<file path="config.mk">
export PLATFORM = sky130hd
export DESIGN_NAME = board_cell_painter
export DESIGN_NICKNAME = d
export VERILOG_FILES = /design/src/rtl/board_cell_painter.sv
export SDC_FILE = /design/constraint.sdc
export NUM_CORES = 1
export LEC_CHECK = 0
export ABC_AREA = 1
export BUFFER_PORTS_ARGS = -buffer_cell sky130_fd_sc_hd__buf_2
export CORE_ASPECT_RATIO = 2
export CORE_MARGIN = 3
export CORE_UTILIZATION = 45
export DETAILED_ROUTE_END_ITERATION = 8
export GPL_TIMING_DRIVEN = 1
export PLACE_DENSITY = 0.77
export SLEW_MARGIN = 15
export SYNTH_ARGS = -nofsm -noshare
export SYNTH_HDL_FRONTEND = slang
export SYNTH_SLANG_ARGS = --single-unit
</file>
<file path="constraint.sdc">
create_clock -name clock -period 2.9 [get_ports clock]
set_clock_uncertainty 0.05 [all_clocks]
set_input_delay 0.435 -clock clock [delete_from_list [all_inputs] [get_ports clock]]
set_output_delay 0.435 -clock clock [all_outputs]
set_load 0.03 [all_outputs]
</file>
<file path="src/rtl/board_cell_painter.sv">
// board_cell_painter: repaints the nine tic-tac-toe cells as filled squares into a 160x120 VGA adapter.
// Optional black outline per cell when BOARD_CELL_PAINTER_BORDER_EN is defined.
module board_cell_painter #(
    parameter int CELL_SIZE = 26,
    parameter int CNT_W     = 5
) (
    input  logic       clock,
    input  logic       reset,
    input  logic       start,
    input  logic [7:0] cell_x,
    input  logic [6:0] cell_y,
    input  logic [2:0] cell_colour,
    output logic [3:0] cell_idx,
    output logic [7:0] vga_x,
    output logic [6:0] vga_y,
    output logic [2:0] vga_colour,
    output logic       plot,
    output logic       busy,
    output logic       done
);
    localparam logic [1:0] IDLE   = 2'd0;
    localparam logic [1:0] LOAD   = 2'd1;
    localparam logic [1:0] DRAW   = 2'd2;
    localparam logic [1:0] FINISH = 2'd3;
    localparam logic [CNT_W-1:0] LAST = CNT_W'(CELL_SIZE - 1);

    logic [1:0]       state;
    logic [CNT_W-1:0] dx, dy;
    logic [7:0]       ox;
    logic [6:0]       oy;
    logic [2:0]       col;
    logic             row_end, cell_end;
    logic [2:0]       pix_col;

    assign row_end  = dx == LAST;
    assign cell_end = row_end && dy == LAST;
`ifdef BOARD_CELL_PAINTER_BORDER_EN
    assign pix_col = (dx == '0 || row_end || dy == '0 || dy == LAST) ? 3'b000 : col;
`else
    assign pix_col = col;
`endif

    // outputs are registered from the current state, so pixels appear one cycle after their DRAW cycle
    always_ff @(posedge clock) begin
        if (reset) begin
            state      <= IDLE;
            cell_idx   <= '0;
            dx         <= '0;
            dy         <= '0;
            ox         <= '0;
            oy         <= '0;
            col        <= '0;
            vga_x      <= '0;
            vga_y      <= '0;
            vga_colour <= '0;
            plot       <= 1'b0;
            busy       <= 1'b0;
            done       <= 1'b0;
        end else begin
            plot <= state == DRAW;
            done <= state == FINISH;
            busy <= (state == IDLE && start) || state == LOAD || state == DRAW;
            if (state == DRAW) begin
                vga_x      <= ox + 8'(dx);
                vga_y      <= oy + 7'(dy);
                vga_colour <= pix_col;
            end
            case (state)
                IDLE: begin
                    cell_idx <= '0;
                    if (start) state <= LOAD;
                end
                LOAD: begin
                    ox    <= cell_x;
                    oy    <= cell_y;
                    col   <= cell_colour;
                    dx    <= '0;
                    dy    <= '0;
                    state <= DRAW;
                end
                DRAW: begin
                    dx <= row_end ? '0 : dx + 1'b1;
                    if (row_end) dy <= dy + 1'b1;
                    if (cell_end) begin
                        if (cell_idx < 4'd8) begin
                            cell_idx <= cell_idx + 4'd1;
                            state    <= LOAD;
                        end else begin
                            state <= FINISH;
                        end
                    end
                end
                default: begin
                    cell_idx <= '0;
                    state    <= IDLE;
                end
            endcase
        end
    end
endmodule

</file>
### Word-level counts from Yosys, hierarchy flattened

Index checks and enable logic that the tools add are counted.

| word-level totals | value |
|---|---|
| register bits | 55 |
| input port bits | 21 |

| operators by class | value |
|---|---|
| bitwise logic cells | 1 |
| magnitude comparators | 1 |
| add/sub/neg operators | 5 |
| reductions and logical operators | 9 |
| mux-type cells | 11 |
| equal/unequal tests | 9 |

Operator list:

| operator | count |
|---|---|
| one-hot mux 5 bit (2 select lines) | 2 |
| adder 5 x 1 -> 5 bit (second input constant) | 2 |
| == test 5 bit (second input constant) | 2 |
| two-way mux 5 bit | 2 |
| adder 8 x 5 -> 8 bit | 1 |
| two-way mux 4 bit | 2 |
| one-hot mux 4 bit (2 select lines) | 1 |
| adder 7 x 5 -> 7 bit | 1 |
| two-way mux 2 bit | 3 |
| != test 2 bit (second input constant) | 3 |
| one-hot mux 2 bit (3 select lines) | 1 |
| adder 4 x 1 -> 4 bit (second input constant) | 1 |
| == test 2 bit (second input constant) | 2 |
| < comparator 4 bit (second input constant) | 1 |
| AND reduction 2 bit | 2 |
| AND reduction 3 bit | 1 |
| == test 2 x 1 -> 1 bit (second input constant) | 1 |
| logical AND 1 bit | 2 |
| zero test 2 bit | 1 |
| logical OR 1 bit | 2 |
| != test 2 x 1 -> 1 bit (second input constant) | 1 |
| nonzero test 2 bit | 1 |
| NOT 1 bit | 1 |

### Longest topological paths before layout

| logic depth | value |
|---|---|
| word-level depth | 4 |
| gate-level depth with buffers | 12 |

### Least setup slack after synthesis

Ideal clock, no wire load.

| timing path | value |
|---|---|
| kind | register to register |
| start | register dx[0] |
| end | register vga_x[4] |
| data arrival time | 1.583 ns |
| library setup time | 0.056 ns |
| stages on the path, launching flop included | 12 |
| period minus slack after synthesis | 1.689 ns |
| slack | 1.211 ns |
| buffers on the path | 0 |
| cells stage by stage | dfxtp_1 -> ha_1 -> inv_1 -> fa_1 -> inv_1 -> nand2_1 -> nand2_1 -> nand2_1 -> or2_2 -> nand3_1 -> nand2_1 -> inv_1 |

| on the way | value |
|---|---|
| cells in the longest elaborated chain, start to end | 1 |

Ends and longest elaborated chain:

| item | RTL line | source |
|---|---|---|
| start: declaration | 28 | `logic [CNT_W-1:0] dx, dy;` |
| start signal: assignment | 82 | `dx <= row_end ? '0 : dx + 1'b1;` |
| adder 8 x 5 -> 8 bit | 64 | `vga_x <= ox + 8'(dx);` |
| end signal: assignment | 64 |  |
| end: declaration | 14 | `output logic [7:0] vga_x,` |

Every way passes these cells.
A chain may end at the register's enable or synchronous reset.

### Worst setup path after layout

| timing path | value |
|---|---|
| start | register state[0] |
| end | register dy[1] |

| on the way | value |
|---|---|
| cells in the longest elaborated chain, start to end | 3 |
| elaborated cells on any way between the ends | 6 |
| classes of those cells | eq/ne: 3; mux: 1; reduce/logical: 2 |

Ends and longest elaborated chain:

| item | RTL line | source |
|---|---|---|
| start: declaration | 27 | `logic [1:0] state;` |
| start signal: assignment | 46 | `state <= IDLE;` |
| start signal: assignment | 71 | `if (start) state <= LOAD;` |
| start signal: assignment | 79 | `state <= DRAW;` |
| == test 2 bit / == test 2 x 1 -> 1 bit (equally long branches) | 68 | `case (state)` |
| != test 2 bit (no source line) / nonzero test 2 bit (equally long branches) | - |  |
| AND reduction 2 bit (no source line) | - |  |
| end signal: assignment | 83 | `if (row_end) dy <= dy + 1'b1;` |
| end: declaration | 28 |  |

Several ways; a longest one is shown, not always the timed one.

==> run_results.csv <==
group,metric,value,unit
run_status,outcome,"finished, final reports clean",
floorplanning,core_area,6060,um^2
final_layout,nNetsFinal,467,
synthesis,synth_top_area_cell,"dfxtp_1",
critical_path,path_delay_family,"buffers and inverters",
timing,relSlewSlack,36.4,%
hold_path,hold_depth,3,
timing,finalMaxSlewViolations,0,
timing,timing.fmax,526,MHz
critical_path,reg2regPathDepth,7,
critical_path,slowest_stage,"ha_1",
synthesis,syn-num-nets,428,
clock_tree,cts_sinks,55,
drt,viasPerCell,4.98,
global_routing,grt_first_pass_wirelength,11200,um
floorplanning,io_pins,46,
timing,tightestPinTransition,953,ps
global_routing,grtUsageTotal,20.3,%
clock_tree,holdBufCountCts,0,
drt,wirelength,6690,um
place,place_hpwl,4850,um
power,p_leak,0.00161,uW
drt,wire_per_inst,13.1,um
synthesis,syn-instance-count,385,
global_routing,met2_usage,35.6,%
critical_path,cp.required,3040,ps
critical_path,cp.buffers_inverters,2,
critical_path,worstSetupPathType,"reg -> reg",
clock_tree,cts_buffer_depth,2,
power,powerDensity,951,nW/um^2
global_routing,use_met3,3.62,%
critical_path,cp-end-kind,"flip-flop",
floorplanning,die_x,61.9,um
synthesis,synthArstFlopShare,0,%
global_routing,overflow,0,
place,io_buffers,45,
floorplanning,rows,40,
critical_path,path_cells,"inv_1 > ha_1 > buf_4 > nand2_2 > nand2_1 > o22ai_1 > and2_1",
clock_tree,cts_resized,0,
hold_path,hold_path_end,"ox[2]",
global_routing,antenna_found_initial,0,
place,globalplace.congestion,0.898,
synthesis,netlist_top_cells_area,"dfxtp_1, nor2_1, ha_1, nand2_1, o21ai_0",
hold_path,hold_path.class,"in -> reg",
drt,first_pass_iters,4,
clock_tree,clk_latency,290,ps
timing,hold_viol_final,0,
clock_tree,cts_htree_levels,2,
timing,holdWs,313,ps
timing,timing.final.ws_setup,998,ps
final_layout,layout-drive-gt1-share,16.2,%
flow_run,maxCapViolations,0,
critical_path,rr_endpoint,"dy[1]",
synthesis,synth.most_common_cell,"nor2_1",
synthesis,yosys.area.top_type_share,39.1,%
final_layout,diodes,0,
critical_path,cp_max_fo,26,
synthesis,ys.warnings.count,0,
timing,finalSetupViolCount,0,
synthesis,synth_commonest_cells,"nor2_1, nand2_1, dfxtp_1, inv_1, o21ai_0",
synthesis,synth_seq_cells,55,
synthesis,synth_area,2810,um^2
clock_tree,cts_tree,"yes",
critical_path,rrSetupSlack,1000,ps
place,placed_cells,501,
timing,period_share,65.6,%
critical_path,cp-start-kind,"flip-flop",
synthesis,synth_edf_count,0,
global_routing,grt_max_degree,39,
critical_path,cpPeakStageDelay,430,ps
synthesis,synth_ff_type,"dfxtp_1",
clock_tree,clkTransAtPathRegs,70,ps
floorplanning,die-area,7290,um^2
clock_tree,cts_buffers,5,
drt,drt_iter0_markers,78,
synthesis,ys_types,34,
place,pre_cts_ws,960,ps
critical_path,reg2reg_from,"state[0]",
clock_tree,cts-root-buf,"clkbuf_16",
synthesis,synth.avg_cell_area,7.31,um^2
drt,drt_drc_violations_left,0,
power,ir_worst_vdd,566,uV
global_routing,grtUsageMet1,20.3,%
synthesis,ys_seq_area_share,39.1,%
drt,vias,2534,
global_routing,grt_most_used_layer,"met2",
global_routing,grt_pass1_vias,2526,
drt,ant_nets,0,
floorplanning,dieHeight,118,um
final_layout,area_delta_synth_final,14.9,%
hold_path,min-delay-start,"cell_x[2]",
timing,finalSetupTns,0,ps
critical_path,arrival,2040,ps
final_layout,layout.cells.non_filler,509,
clock_tree,cts_setup_buffers,0,
timing,rsz0062_at_grt,"no",
floorplanning,initial_core_util,46.4,%
timing,period_needed,1900,ps
## state kept, by name (all words and copies together), names as in the netlist, 4 cells and up
signal,count
vga_y,7
oy,7
vga_x,8
dy,5
ox,8
cell_idx,4
dx,5
## per-layer routing
metal  part of all wire (%)  routed length, um
met1                     38               2510
met2                     54               3640
met3                    3.0                202
met4                    5.0                333
met5                      0                  0
## report_power, final
part	switching [uW]	total [uW]	leakage, uW	internal [uW]
logic	881	1290	0.00109	407
clock network	267	635	0.0000761	368
registers	164	1150	0.000450	987
## cells by family (layout without fill, tap and decap cells)
group | after synthesis | after routing | share of synthesized area [%]
DFF | 55 | 55 | 39.1
buffers and inverters | 52 | 92 | 8.05
adders and majority gates | 22 | 22 | 10.3
AOI/OAI and AO/OA | 59 | 59 | 11.3
xor gates and xnor gates | 7 | 7 | 2.18
and+or+nand+nor | 190 | 190 | 29.0
## worst max-delay path by stage
| stage | cells after the start | slack [ps] | end | startpoint |
|---|---|---|---|---|
| detailed placement | 4 | 960 | ox[1] | reset |
| global route | 8 | 850 | dy[3] | state[0] |
| global placement | 4 | 1020 | vga_x[0] | reset |
| CTS | 7 | 1000 | dy[1] | state[0] |
| finish | 7 | 1000 | dy[1] | state[0] |
| floorplan | 11 | 1210 | vga_x[4] | dx[0] |
## worst reg2reg max path: stages (launching register included)
cell	delay (ps)
dfxtp_1	350
inv_1	100
ha_1	430
buf_4	380
nand2_2	140
nand2_1	130
o22ai_1	80
and2_1	140
## cell usage in the layout (no fill, tap or decap), types with 3 or more instances in the layout
cell type,count
a21oi_1,19
and2_1,3
buf_2,45
clkbuf_16,5
dfxtp_1,55
ha_1,20
inv_1,35
nand2_1,56
nand2_2,4
nand3_1,28
nor2_1,84
o21ai_0,34
or2_2,3
xnor2_1,3
xor2_1,4
## final cells by class
type,instances,area [um^2]
fill,589,2830
multi-input combinational,278,1490
sequential,55,1100
timing repair buffer,47,240
clock buffer,7,153
inverter,37,139
tap,84,105
clock inverter,1,7.51
## per-stage QoR
step	util (%)	total power (uW)	instance area (um^2)
after detailed placement	50.7	2450	3070
after floorplan	-	2110	2810
final	53.3	3070	3230
after global placement	50.7	2420	3070
after global routing	53.3	3310	3230
after CTS	53.3	3100	3230
No activity file was read; power rests on OpenSTA's default activity.
